[src/rtl/layer_compositor.sv]
// N-layer raster compositor: raster address issue, priority/colour-key merge, FWFT output FIFO.
// Optional background colour port enabled by defining LAYER_COMPOSITOR_BG_EN.
module layer_compositor #(
    parameter int WIDTH        = 640,
    parameter int HEIGHT       = 480,
    parameter int NUM_LAYERS   = 5,
    parameter int READ_LATENCY = 1,
    parameter int FIFO_DEPTH   = 4,
    parameter int COLOR_WIDTH  = 12,
    parameter logic [COLOR_WIDTH-1:0] COLOR_NONE = '1,
    localparam int XW = $clog2(WIDTH),
    localparam int YW = $clog2(HEIGHT)
) (
    input  logic                              clk,
    input  logic                              reset,
    input  logic                              enable,
    input  logic [NUM_LAYERS-1:0]             layer_visible,
`ifdef LAYER_COMPOSITOR_BG_EN
    input  logic [COLOR_WIDTH-1:0]            bg_color,
`endif
    output logic                              rd_en,
    output logic [XW-1:0]                     rd_x,
    output logic [YW-1:0]                     rd_y,
    input  logic [NUM_LAYERS*COLOR_WIDTH-1:0] layer_data,
    output logic                              out_valid,
    input  logic                              out_ready,
    output logic [COLOR_WIDTH-1:0]            out_color,
    output logic [XW-1:0]                     out_x,
    output logic [YW-1:0]                     out_y,
    output logic                              out_sof,
    output logic                              out_eol,
    output logic                              frame_done
);
    localparam int PW   = $clog2(FIFO_DEPTH);
    localparam int CNTW = $clog2(FIFO_DEPTH + 1);
    localparam int IW   = $clog2(READ_LATENCY + 1);

    typedef struct packed {
        logic [XW-1:0]         x;
        logic [YW-1:0]         y;
        logic                  sof;
        logic                  eol;
        logic [NUM_LAYERS-1:0] mask;
`ifdef LAYER_COMPOSITOR_BG_EN
        logic [COLOR_WIDTH-1:0] bg;
`endif
    } tag_t;

    typedef struct packed {
        logic [COLOR_WIDTH-1:0] color;
        logic [XW-1:0]          x;
        logic [YW-1:0]          y;
        logic                   sof;
        logic                   eol;
    } pix_t;

    logic [XW-1:0]          r_x;
    logic [YW-1:0]          r_y;
    logic [NUM_LAYERS-1:0]  r_mask;
`ifdef LAYER_COMPOSITOR_BG_EN
    logic [COLOR_WIDTH-1:0] r_bg;
`endif
    logic [READ_LATENCY-1:0] r_vld_pipe;
    tag_t                    r_tag [READ_LATENCY];
    logic [IW-1:0]           r_inflight;
    pix_t                    r_mem [FIFO_DEPTH];
    logic [PW-1:0]           r_wptr;
    logic [PW-1:0]           r_rptr;
    logic [CNTW-1:0]         r_count;
    logic                    r_frame_done;

    logic                   w_first;
    logic                   w_last_x;
    logic                   w_last_y;
    logic                   w_push;
    logic                   w_pop;
    int                     w_used;
    tag_t                   w_tag;
    tag_t                   w_head;
    logic [COLOR_WIDTH-1:0] w_color;
    pix_t                   w_pix;
    pix_t                   w_out;

    assign w_first  = (r_x == '0) && (r_y == '0);
    assign w_last_x = (r_x == XW'(WIDTH - 1));
    assign w_last_y = (r_y == YW'(HEIGHT - 1));

    // A pop frees its slot in the same cycle, so issue can resume without a bubble.
    assign w_pop  = out_valid && out_ready;
    assign w_used = int'(r_inflight) + int'(r_count) - int'(w_pop);
    assign rd_en  = !reset && enable && (w_used < FIFO_DEPTH);
    assign rd_x   = r_x;
    assign rd_y   = r_y;

    // The mask rides with each pixel so end-of-frame reads still in flight keep the old mask.
    always_comb begin
        w_tag      = '0;
        w_tag.x    = r_x;
        w_tag.y    = r_y;
        w_tag.sof  = w_first;
        w_tag.eol  = w_last_x;
        w_tag.mask = w_first ? layer_visible : r_mask;
`ifdef LAYER_COMPOSITOR_BG_EN
        w_tag.bg   = w_first ? bg_color : r_bg;
`endif
    end

    always_ff @(posedge clk) begin
        if (reset) begin
            r_x        <= '0;
            r_y        <= '0;
            r_mask     <= '0;
`ifdef LAYER_COMPOSITOR_BG_EN
            r_bg       <= '0;
`endif
            r_vld_pipe <= '0;
            r_inflight <= '0;
        end else begin
            if (rd_en) begin
                if (w_last_x) begin
                    r_x <= '0;
                    r_y <= w_last_y ? '0 : r_y + 1'b1;
                end else begin
                    r_x <= r_x + 1'b1;
                end
                if (w_first) begin
                    r_mask <= layer_visible;
`ifdef LAYER_COMPOSITOR_BG_EN
                    r_bg   <= bg_color;
`endif
                end
            end
            r_vld_pipe[0] <= rd_en;
            for (int i = 1; i < READ_LATENCY; i++)
                r_vld_pipe[i] <= r_vld_pipe[i-1];
            r_inflight <= r_inflight + IW'(rd_en) - IW'(w_push);
        end
    end

    always_ff @(posedge clk) begin
        r_tag[0] <= w_tag;
        for (int i = 1; i < READ_LATENCY; i++)
            r_tag[i] <= r_tag[i-1];
    end

    assign w_push = r_vld_pipe[READ_LATENCY-1];
    assign w_head = r_tag[READ_LATENCY-1];

    // Ascending scan: the highest visible non-transparent layer is written last and wins.
    always_comb begin
        w_color = layer_data[0 +: COLOR_WIDTH];
`ifdef LAYER_COMPOSITOR_BG_EN
        if (!w_head.mask[0] || (w_color == COLOR_NONE))
            w_color = w_head.bg;
`endif
        for (int i = 1; i < NUM_LAYERS; i++) begin
            if (w_head.mask[i] && (layer_data[i*COLOR_WIDTH +: COLOR_WIDTH] != COLOR_NONE))
                w_color = layer_data[i*COLOR_WIDTH +: COLOR_WIDTH];
        end
    end

`ifndef LAYER_COMPOSITOR_BG_EN
    logic w_unused;
    assign w_unused = w_head.mask[0];
`endif

    always_comb begin
        w_pix       = '0;
        w_pix.color = w_color;
        w_pix.x     = w_head.x;
        w_pix.y     = w_head.y;
        w_pix.sof   = w_head.sof;
        w_pix.eol   = w_head.eol;
    end

    always_ff @(posedge clk) begin
        if (reset) begin
            r_wptr       <= '0;
            r_rptr       <= '0;
            r_count      <= '0;
            r_frame_done <= 1'b0;
            for (int i = 0; i < FIFO_DEPTH; i++)
                r_mem[i] <= '0;
        end else begin
            if (w_push) begin
                r_mem[r_wptr] <= w_pix;
                r_wptr <= (r_wptr == PW'(FIFO_DEPTH - 1)) ? '0 : r_wptr + 1'b1;
            end
            if (w_pop)
                r_rptr <= (r_rptr == PW'(FIFO_DEPTH - 1)) ? '0 : r_rptr + 1'b1;
            r_count      <= r_count + CNTW'(w_push) - CNTW'(w_pop);
            r_frame_done <= w_pop && (w_out.x == XW'(WIDTH - 1)) && (w_out.y == YW'(HEIGHT - 1));
        end
    end

    assign w_out      = r_mem[r_rptr];
    assign out_valid  = (r_count != '0);
    assign out_color  = w_out.color;
    assign out_x      = w_out.x;
    assign out_y      = w_out.y;
    assign out_sof    = w_out.sof;
    assign out_eol    = w_out.eol;
    assign frame_done = r_frame_done;

endmodule
[config.mk]
export PLATFORM = sky130hd
export DESIGN_NAME = layer_compositor
export DESIGN_NICKNAME = d
export VERILOG_FILES = /design/src/rtl/layer_compositor.sv
export SDC_FILE = /design/constraint.sdc
export NUM_CORES = 1
export LEC_CHECK = 0
export ABC_AREA = 1
export CORE_ASPECT_RATIO = 0.5
export CORE_UTILIZATION = 40
export CTS_BUF_LIST = sky130_fd_sc_hd__clkbuf_4
export DETAILED_ROUTE_END_ITERATION = 7
export PLACE_DENSITY = 0.71
export RECOVER_POWER = 25
export SLEW_MARGIN = 20
export SYNTH_ARGS = -nofsm -noshare
export SYNTH_HDL_FRONTEND = slang
export SYNTH_SLANG_ARGS = --single-unit
[constraint.sdc]
create_clock -name clk -period 8.69 [get_ports clk]
set_clock_uncertainty 0.15 [all_clocks]
set_input_delay 0.869 -clock clk [delete_from_list [all_inputs] [get_ports clk]]
set_output_delay 0.869 -clock clk [all_outputs]
set_load 0.005 [all_outputs]
==> metrics.md, run 1 <==
| Metric | Value |
|---|---|
| Min Clock Period, post-route | 5650 ps |
| Finished Layout Cells | 1432 |
| # IOs | 124 |
| Pwr per Cell Area | around 250 nW/um^2 |
| # nets final | 1199 |
| Gpl congestion | 0.895 |
| Warnings, synthesis | 0 |
| Data arrival, critical path | ~4600 ps |
| Clk network pwr share | 0.200 |
| Final hold violations | 0 |
| Root Driver | clkbuf_4 |
| Fmax | 177 MHz |
| Critical Path RT | 7670 ps |
| Vias in the first global route | between 6000 and 7000 |
| Max Cap Viol | 1 |
| Layout cells sized above 1 | 0.0477 |
| Power share of the sequential group | 0.438 |
| Top_reg_cell synth | edfxtp_1 |
| Gate power share | 0.362 |
| Port Buf Inserts | 122 |
| Die width | 215 um |
| Number of buffers created by CTS | 17 |
| Area share of the largest cell type after synthesis | 0.435 |
| Post-synth EDFFs | 132 |
| Die height | 109 um |
| Final wirelength | 23200 um |
| Top cells by area, synth | edfxtp_1 (44%), dfxtp_1 (13%), nor2_1 (9.0%) |
| Commonest cells in the synthesized netlist | nor2_1 (218), nand2_1 (149), edfxtp_1 (132) |
| HPWL after DPL | 15200 um |
| Vias per inst | 5.08 |
| Post-synthesis cell count | 1035 |
| Unrepaired setup endpoints after global routing | false |
| Synthesized area | 9100 um^2 |
| Worst-margin pin slew | 2000 ps |
| Maximum buffer depth of the clock tree | 2 |
| Post-route ant nets | 0 |
| Via count | 7270 |
| Worst Path Buf+Inv | 4 |
| Seq/Total Area, Yosys | 0.567 |
| Leak pwr | 4.31 nW |
| DR WL/cell | 16.2 um |
| P&R area growth vs syn | 17.5% |
| DRT iter0 DRCs | 653 |
| Pre-antenna DRT Iters | 5 |
| Ys async rst share | 0 |
| Syn_nets | 1116 |
| Clock sinks | 192 |
| Starting Density | 0.414 |
| Placed Cells | 1399 |
| HP Class | flop to flop |
| Relative slew slack | -0.348 |
| Highest ir drop seen on vdd | 0.101 mV |
| Floorplan row count | 38 |
| Status | finished with violations |
| GRT Util Overall | 0.197 |
| Hold_buf cts | 0 |
| H-tree levels | 4 |
| Post-synth top area cell | edfxtp_1 |
| Core Area | 22000 um^2 |
| Tcrit/Tclk final | 0.651 |
| Initial antenna violation count | 1 |
| Internal power | about 0.0017 W |
| Area of the multi-input gates | 3050 um^2 |
| Layout filler cell count | between 2000 and 2500 |
| First-pass GRT wire length | approximately 35000 um |
| CP startpoint kind | input pin |
| Reg clk slew, reported paths | 150 ps |
| Critical path peak fanout | 23 |
| Switching part of the total | 0.370 |
| Slew Limit Fails | 13 |
| CTS tree | built |
| Skew-Pair Late Insertion Delay | 580 ps |
| Worst path max stage delay | 1080 ps |
| CTS resizes | 0 |
| Switching pwr | approximately 0.00097 W |
| Die area | 23400 um^2 |
| Critical path type | input pin to output port |
| Syn Area/Cell | just under 9 um^2 |
| Cell with the most instances after synthesis | nor2_1 |
| Slowest-stage cell, CP | nor2_1 |
| Setup TNS | 0 ps |
| CP Capture Type | output port |
| Post-CTS setup buffers | 0 |
| Setup violations, final | 0 |
| Yosys reg bits | 192 |
| Worst path cell trace | dlygate4sd3_1 > clkbuf_1 > nor2_1 > nand2_1 > inv_1 > clkdlybuf4s50_1 |
| Netlist cell types | 37 |
| Residual DRC | 0 |
| Sequential cell area | between 5000 and 6000 um^2 |
| Global route overflow | 0 |
| CP top delay family | buffers and inverters |
| Largest net degree at the start of global routing | 68 |
| Failing checks | capacitance limit, slew limit |
## state kept, by name (all words and copies together) (netlist names), named ones only
name and flops:
r_mask 4, rd_y 9, r_vld_pipe 1, r_wptr 2, r_tag 25, frame_done 1, r_count 3, rd_x 10
r_mem 132, r_rptr 2, r_inflight 1
## worst reg2reg max path, cell delays in order (launching register included)
cell	delay [ps]
dfxtp_1	490
inv_1	70
nor2_1	550
clkinv_1	970
nor2_1	510
nand2_1	90
buf_4	290
nand2_2	770
## per-layer routing
| layer | global-route usage | vias to the layer above | wire, um | share of wire |
|---|---|---|---|---|
| li1 | - | 3556 | - | - |
| met1 | 0.260 | 3437 | 10100 | 0.44 |
| met2 | 0.328 | 247 | 11000 | 0.48 |
| met3 | 0.0402 | 30 | 1660 | 0.072 |
| met4 | 0.0633 | 0 | 361 | 0.016 |
| met5 | 0 | - | 0 | 0 |
## per-stage QoR
stage	hold slack (ps)	area [um^2]	setup WS [ps]	util	total power, W
final	279	10700	3040	0.487	0.00262
after global routing	294	10700	2730	0.487	0.00277
after CTS	283	10700	4060	0.489	0.00264
after detailed placement	263	10400	3430	0.474	0.00213
after global placement	256	10400	3480	0.474	0.00210
after floorplan	226	9100	4520	-	0.00172
## power groups by stage
stage | registers [W] | logic [W] | clock network, W
floorplan | 0.00115 | 0.000568 | 0
global placement | 0.00117 | 0.000931 | 0
detailed placement | 0.00117 | 0.000955 | 0
CTS | 0.00115 | 0.000959 | 0.000530
global route | 0.00116 | 0.00105 | 0.000564
finish | 0.00115 | 0.000949 | 0.000524
## final timing paths
path,start,end,slack (ps),depth (start not counted)
worst min register to register,rd_x[3],r_tag[0][19],280,0
worst min-delay path,rd_x[3],r_tag[0][19],280,0
worst max-delay path,reset,rd_en,3040,6
worst max register to register,r_vld_pipe,r_mem[0][23],4420,7
## cells in the final DEF (no fill, tap or decap), types with 2 or more instances in the layout
master,synthesis,layout
a21oi_1,16,16
buf_4,21,8
bufinv_16,0,2
clkbuf_4,0,17
clkdlybuf4s50_1,0,100
clkinv_1,2,2
clkinv_4,0,2
clkinv_8,0,2
clkinvlp_4,0,2
dfxtp_1,60,59
dlygate4sd3_1,0,22
edfxtp_1,132,132
ha_1,11,11
inv_1,128,129
inv_6,0,2
inv_8,0,4
nand2_1,149,148
nand2_2,5,7
nand3_1,57,58
nand4_1,22,22
nor2_1,218,219
nor3_1,10,9
nor4_1,7,8
o211a_1,2,2
o21ai_0,83,83
o22ai_1,33,33
or3_1,1,2
xnor2_1,4,4
xor2_1,11,11
## layout make-up
cell class	count	area share
repair buffers	131	0.120
inverters	132	0.0463
clock buffers	17	0.0119
flip-flops and latches	192	0.483
clock inverters	15	0.0180
multi-input cells	644	0.285
well taps	300	0.0351
diodes	1	0.000234
## cells by family (layout without fill, tap and decap cells)
family | count (synthesis) | count (layout) | share of synthesized area
AO/OA/AOI/OAI | 137 | 137 | 0.0819
XOR/XNOR | 15 | 15 | 0.0144
adder cells (fa/ha/maj) | 12 | 12 | 0.0173
buffers and inverters | 199 | 295 | 0.0950
flip-flops | 192 | 192 | 0.567
other | 0 | 1 | 0
AND/OR/NAND/NOR | 480 | 480 | 0.224
No activity file was read; power rests on OpenSTA's default activity.
==> run 2: changes to the inputs <==
- clock period: 8.69 -> 5.68 ns (I/O delays scaled with it)
==> run 2 against run 1 <==
  * The flow still finishes with violations (capacitance limit, slew limit)
  * Clock-buffer cell count rose by 1
  * Critical path depth did not move
  * Final area fell by 0.23%
  * Sequential share of layout area rose by 0.11 points
  * Total power rose by 50%
  * Combinational power rose by 52%
  * First-iteration DRC count rose by 18%
  * Wire length barely moved
  * Worst hold slack improved by 22 ps
  * Core utilization fell by 0.11 points
  * Clock power rose by 37%
  * Via count rose by 0.25%
  * Critical path type unchanged
  * Largest power group unchanged
  * Highest routed layer unchanged
==> metrics.md, run 2 (synthesis gave the netlist of run 1 again) <==
| Metric | Value |
|---|---|
| Global route overflow | 0 |
| Largest reg by FF count | r_mem |
| # IOs | 124 |
| Pwr per Cell Area | 368 nW/um^2 |
| Worst-margin pin slew | between 2000 and 2500 ps |
| Failing checks | capacitance limit, slew limit |
| Root Driver | clkbuf_4 |
| HP Class | flop to flop |
| Clock sinks | 192 |
| Pre-antenna DRT Iters | 5 |
| Highest ir drop seen on vdd | 0.168 mV |
| HPWL after DPL | 15200 um |
| Worst R2R Setup Slack | 1780 ps |
| Die area | about 23000 um^2 |
| Worst path cell trace | dlygate4sd3_1 > clkbuf_1 > nor2_1 > nand2_4 > inv_2 > clkdlybuf4s50_1 |
| Residual DRC | 0 |
| Maximum buffer depth of the clock tree | 2 |
| Data arrival, critical path | 3900 ps |
| Die width | 215 um |
| Initial antenna violation count | 1 |
| Fin util | 0.486 |
| Number of buffers created by CTS | 17 |
| Largest net degree at the start of global routing | 67 |
| Layout filler cell count | 2042 |
| Leading cell type in the layout, fill and taps excluded | nor2_1 |
| Starting Density | 0.414 |
| Setup TNS | 0 ps |
| Final hold violations | 0 |
| Min Clock Period, post-route | between 4000 and 5000 ps |
| Die height | 109 um |
| Final wirelength | 23200 um |
| Slew Limit Fails | 13 |
| Vias per inst | 5.08 |
| GRT Util Overall | 0.200 |
| CP startpoint kind | input pin |
| Skew-Pair Late Insertion Delay | 590 ps |
| Post-CTS setup buffers | 0 |
| Hold_buf cts | 0 |
| Pre-CTS setup slack | 1800 ps |
| Status | finished with violations |
| Setup violations, final | 0 |
| Layout cells sized above 1 | 0.0476 |
| Via count | roughly 7300 |
| Worst path max stage delay | 1220 ps |
| Worst setup margin | 1070 ps |
| Core Area | 22000 um^2 |
| Critical path peak fanout | 23 |
| Max reg flops | 132 |
| # nets final | 1203 |
| Floorplan row count | 38 |
| Finished Layout Cells | between 1000 and 1500 |
| Most frequent cells in the layout | nor2_1 (219), nand2_1 (151), edfxtp_1 (132) |
| DRT iter0 DRCs | 772 |
| Relative slew slack | -0.431 |
| CTS resizes | 0 |
| Max Cap Viol | 1 |
| Port Buf Inserts | 122 |
| Critical path type | input pin to output port |
| H-tree levels | 4 |
| Hold WS | 301 ps |
| CTS tree | built |
| Critical Path RT | 4960 ps |
| Slowest-stage cell, CP | nor2_1 |
| Gpl congestion | 0.915 |
| Fmax | between 200 and 250 MHz |
| P&R area growth vs syn | 17.2% |
| Post-route ant nets | 0 |
| Unrepaired setup endpoints after global routing | false |
| First-pass GRT wire length | around 36000 um |
| Reg clk slew, reported paths | 160 ps |
| Leak pwr | roughly 4.3 nW |
| Placed Cells | 1403 |
| Tcrit/Tclk final | 0.812 |
| Vias in the first global route | about 6800 |
| CP Capture Type | output port |
| DR WL/cell | about 16 um |
run 2: changes by cell type in the layout (fill, tap and decap cells not counted), sizes merged:
cell,previous run,this run
inv,136,140
buf,8,11
bufinv,2,0
clkbuf,18,20
clkinvlp,2,0
clkinv,7,6
run 2: path summary, 6_finish.rpt:
kind / cells after the start / end / startpoint
max: 6 / rd_en / reset
min: 0 / r_tag[0][19] / rd_x[3]
max reg2reg: 7 / rd_y[6] / rd_x[0]
min reg2reg: 0 / r_tag[0][19] / rd_x[3]
run 2: critical path: cells and delay by family:
| kind | cells | cell delay (ps) |
|---|---|---|
| and+or+nand+nor | 2 | 1550 |
| buffers and inverters | 4 | 1770 |
run 2: final cells by class:
type                       instances  area (um^2)  area share
sequential                       192         5170       0.484
multi-input combinational        644         3050       0.286
timing repair buffer             135         1310       0.123
inverter                         132          495      0.0464
tap                              300          375      0.0352
clock inverter                    14          136      0.0128
clock buffer                      18          135      0.0127
antenna                            1         2.50    0.000234
run 2: stage by stage:
step                total power (W)  area (um^2)
floorplan                   0.00263         9100
global placement            0.00321        10400
detailed placement          0.00325        10400
CTS                         0.00395        10700
global route                0.00416        10700
finish                      0.00392        10700
run 2: metal layers:
metal	global-route usage	wire [um]	up-vias	share of wire
li1	-	-	3560	-
met1	0.258	10000	3446	0.43
met2	0.344	11200	252	0.48
met3	0.0402	1610	30	0.070
met4	0.0623	414	0	0.018
met5	0	0	-	0
run 2: report_power, final:
part,switching [W],internal (W)
clock network,0.000514,0.000204
registers,0.0000851,0.00168
logic,0.000878,0.000565
total,0.00148,0.00245
==> variant 1 (settings of run 1) <==
The parameter `FIFO_DEPTH` goes from 4 to 8.
--- a/src/rtl/layer_compositor.sv
+++ b/src/rtl/layer_compositor.sv
@@ -7,3 +7,3 @@
     parameter int READ_LATENCY = 1,
-    parameter int FIFO_DEPTH   = 4,
+    parameter int FIFO_DEPTH   = 8,
     parameter int COLOR_WIDTH  = 12,
Function: no difference found for any inputs over 4 cycles, from zero or initial values and one cycle with reset high; that may be too few to reach the edited logic, so the function may still have changed.
==> variant 1 against run 1 <==
Sequential cell count grew 136; worst setup slack got worse by 0.33 ns; first-iteration DRC count grew 100%; fmax down 5.6%; synthesized cell count is 55% higher; synthesized area increased by 66%; highest routed layer unchanged; largest cell class unchanged; global-route usage increased by 1.1 points; cell area up 64%; the flow still finishes with violations (max-capacitance violations, max-slew violations); power is 81% higher; wire length rose by 76%.
==> variant 1: results (changes against run 1) <==
metric	value	unit	change
outcome	finished with violations		unchanged
failed_checks	max-capacitance violations, max-slew violations		unchanged
place_hpwl	23.7	mm	was 15.2 mm
worst-endpoint-arrival	6.24	ns	was 4.63 ns
timing.final.max_slew_violations	278		was 13
grt.met2_usage	32.3	%	was 32.8%
post_synth_main_area_contributors	sky130_fd_sc_hd__edfxtp_1, sky130_fd_sc_hd__nor2_1, sky130_fd_sc_hd__dfxtp_1, sky130_fd_sc_hd__o21ai_0, sky130_fd_sc_hd__nand2_1		was sky130_fd_sc_hd__edfxtp_1, sky130_fd_sc_hd__dfxtp_1, sky130_fd_sc_hd__nor2_1, sky130_fd_sc_hd__nand2_1, sky130_fd_sc_hd__inv_1
rrSetupSlack	4.11	ns	was 4.42 ns
timing.critical_path.to	r_mem[3][14]$_SDFFCE_PN0P_		was rd_en
num-nets-final	1811		was 1199
finalNonFillerCells	2269		was 1432
static-leakage-power	6.57	nW	was 4.31 nW
cts_made_buffers	79		was 17
max_cap_viol_count	8		was 1
place_inst	2130		was 1399
cts_htree_levels	3		was 4
number_of_filler_cells_placed_in_the_layout	3315		was 2048
holdPathEnd	r_tag[0][11]$_DFF_P_		was r_tag[0][19]$_DFF_P_
clk_transition_reported_paths	0.08	ns	was 0.15 ns
grt.met3_usage	4.85	%	was 4.02%
clock_insertion_delay_worst_skew	0.72	ns	was 0.58 ns
post_cts_buffers	0		unchanged
worstPathMaxFanout	34		was 23
drt_iter0_drc	1307		was 653
ys_seq_area_share	60.8	%	was 56.7%
synthesis.nets	1693		was 1116
first_global_vias	11300		was 6771
grt_use_total	20.8	%	was 19.7%
synth_enable_flop_cells	264		was 132
grtUsageMet1	28.0	%	was 26.0%
grt_first_pass_wirelength	62.3	mm	was 35.4 mm
final_layout_size_suffix_gt1_share	9.47	%	was 4.77%
ir_drop	0.115	mV	was 0.101 mV
transition_time_at_the_pin_with_the_least_slew_margin	2.55	ns	was 2.00 ns
largest_register_ff_count	264		was 132
switching_share	35.0	%	was 37.0%
post_drt_via_cell_ratio	5.29		was 5.08
grt_start_max_net_pins	87		was 68
min_from	rd_y[4]$_SDFFE_PP0P_		was rd_x[3]$_SDFFE_PP0P_
sequential_cell_area	9210	sq um	was 5170 sq um
last_weighted_congestion_value_of_the_routability_driven_placer	0.827		was 0.895
totalWireLength	40.7	mm	was 23.2 mm
## variant 1: changes by cell type in the layout (fill, tap and decap cells not counted), sizes merged, moves of 6 or more
cell           change
a21oi             +17
a31oi             +28
buf                +6
clkbuf           +111
clkdlybuf4s50     +21
clkinv            +16
dlygate4sd3       -21
edfxtp           +132
inv               -25
nand3             -32
nor2             +301
o211ai            +23
o21ai             +67
## variant 1: layout make-up
| type | count | share of cell area, % |
|---|---|---|
| diodes | 1 | 0.0142 |
| clock buffers | 119 | 5.08 |
| clock inverters | 19 | 0.904 |
| inverters | 120 | 2.58 |
| multi-input cells | 1052 | 27.8 |
| flip-flops and latches | 328 | 52.4 |
| well taps | 484 | 3.44 |
| repair buffers | 146 | 7.75 |
## variant 1: critical path: stages
cell and delay, ns:
sky130_fd_sc_hd__dlygate4sd3_1 0.52, sky130_fd_sc_hd__clkbuf_1 1.06, sky130_fd_sc_hd__nor2_1 0.11, sky130_fd_sc_hd__inv_1 0.17, sky130_fd_sc_hd__nor2_1 0.06, sky130_fd_sc_hd__clkinv_1 0.04, sky130_fd_sc_hd__clkbuf_1 1.70, sky130_fd_sc_hd__nand2_1 1.10
sky130_fd_sc_hd__buf_4 0.56
## variant 1: power by group through the flow
stage	Sequential (W)	Clock [W]	Combinational, W
2_1_floorplan	0.00189	0	0.00100
3_3_place_gp	0.00194	0	0.00148
3_5_place_dp	0.00194	0	0.00149
4_1_cts	0.00191	0.00135	0.00150
5_1_grt	0.00192	0.00143	0.00165
6_report	0.00191	0.00134	0.00150
## variant 1: cells by family after synthesis
| group | Yosys count | share of synthesized area, % |
|---|---|---|
| simple gates | 746 | 19.9 |
| flops | 328 | 60.8 |
| compound gates | 276 | 10.3 |
| buf+inv | 229 | 6.85 |
| xor+xnor | 15 | 0.867 |
| fa+ha+maj | 15 | 1.29 |
## variant 1: stage by stage
step | cell area, sq um | hold slack [ns] | total power, W | setup slack [ns] | utilization (%)
2_1_floorplan | 15100 | 0.197 | 0.00289 | 5.61 | -
3_3_place_gp | 16600 | 0.271 | 0.00341 | 4.16 | 45.3
3_5_place_dp | 16600 | 0.269 | 0.00343 | 4.17 | 45.3
4_1_cts | 17600 | 0.281 | 0.00476 | 3.80 | 48.2
5_1_grt | 17600 | 0.291 | 0.00501 | 2.63 | 48.0
6_report | 17600 | 0.280 | 0.00474 | 2.70 | 48.0
## variant 1: metal layers
| metal | share of wire [%] | vias to the layer above |
|---|---|---|
| met3 | 9.3 | 98 |
| met2 | 46 | 553 |
| met5 | 0 | - |
| met4 | 2.7 | 0 |
| li1 | - | 5688 |
| met1 | 42 | 5673 |
==> variant 2 (flow settings as in run 1) <==
Made on the original files. Make the reset (`reset`) asynchronous in 2 clocked blocks.
--- a/src/rtl/layer_compositor.sv
+++ b/src/rtl/layer_compositor.sv
@@ -107,3 +107,3 @@
 
-    always_ff @(posedge clk) begin
+    always_ff @(posedge clk or posedge reset) begin
         if (reset) begin
@@ -175,3 +175,3 @@
 
-    always_ff @(posedge clk) begin
+    always_ff @(posedge clk or posedge reset) begin
         if (reset) begin
Check against the original RTL: differs if reset is asserted again (counterexample within 4 cycles, from zero or initial values and one cycle with reset high); with reset held inactive, the same outputs for 4 cycles.
==> variant 2 against run 1 <==
The flow still finishes with violations (max-capacitance violations, max-slew violations); synthesized area increased by 3.6%; die area grew 3.5%; largest cell class unchanged; wire length up 6.2%; hold slack better by 0.063 ns; cell area is 1.8% higher; fmax rose by 2.5%; synthesized cell count grew 20%; power is 23% higher; sequential cell count decreased by 2; worst setup slack improved by 0.14 ns.
==> variant 2: results (changes against run 1) <==
metric	value	unit	change
grt.met2_usage	32.4	%	was 32.8%
synth-adder-area-share	2.20	%	was 1.73%
place_inst	1591		was 1399
first_global_vias	7830		was 6771
most_used_dff_post_synth	sky130_fd_sc_hd__dfrtp_1		was sky130_fd_sc_hd__edfxtp_1
synthesis.nets	1322		was 1116
totalWireLength	24.6	mm	was 23.2 mm
ir_drop	0.125	mV	was 0.101 mV
timing.final.max_slew_violations	96		was 13
grt_start_max_net_pins	96		was 68
yosys-top-cells-count	sky130_fd_sc_hd__nand2_1, sky130_fd_sc_hd__dfrtp_1, sky130_fd_sc_hd__o21ai_0, sky130_fd_sc_hd__inv_1, sky130_fd_sc_hd__nor2_1		was sky130_fd_sc_hd__nor2_1, sky130_fd_sc_hd__nand2_1, sky130_fd_sc_hd__edfxtp_1, sky130_fd_sc_hd__inv_1, sky130_fd_sc_hd__o21ai_0
cellInternalPower	0.00188	W	was 0.00165 W
synth-compound-area-share	11.6	%	was 8.19%
outcome	finished with violations		unchanged
worstPathMaxFanout	20		was 23
via_count	8217		was 7270
max_stage_delay	0.59	ns	was 1.08 ns
max_cap_viol_count	1		unchanged
num-clock-buffers	20		was 17
combPwrFrac	46.4	%	was 36.2%
routedLengthMet1	11.6	mm	was 10.1 mm
met3RoutedLength	1.29	mm	was 1.66 mm
final_layout_size_suffix_gt1_share	4.64	%	was 4.77%
failed_checks	max-capacitance violations, max-slew violations		unchanged
grt_first_pass_wirelength	40.1	mm	was 35.4 mm
## variant 2: metrics by stage
stage | utilization [%] | total power (W) | area (sq um)
6_report | 47.4 | 0.00323 | 10900
5_1_grt | 47.4 | 0.00347 | 10900
4_1_cts | 47.4 | 0.00323 | 10900
3_5_place_dp | 46.2 | 0.00276 | 10600
3_3_place_gp | 46.2 | 0.00271 | 10600
2_1_floorplan | - | 0.00221 | 9430
## variant 2: final timing paths
check | from | end | slack (ns) | cells past startpoint
min in group asynchronous | reset | r_count[2]$_DFF_PP0_ | 1.86 | 2
setup reg to reg | r_count[1]$_DFF_PP0_ | r_mask[3]$_DFFE_PP0P_ | 5.04 | 15
hold / removal | r_mask[3]$_DFFE_PP0P_ | r_mask[3]$_DFFE_PP0P_ | 0.34 | 2
setup / recovery | out_ready | rd_en | 3.18 | 12
hold reg to reg | r_mask[3]$_DFFE_PP0P_ | r_mask[3]$_DFFE_PP0P_ | 0.34 | 2
max in group asynchronous | reset | r_rptr[0]$_DFFE_PP0P_ | 4.24 | 3
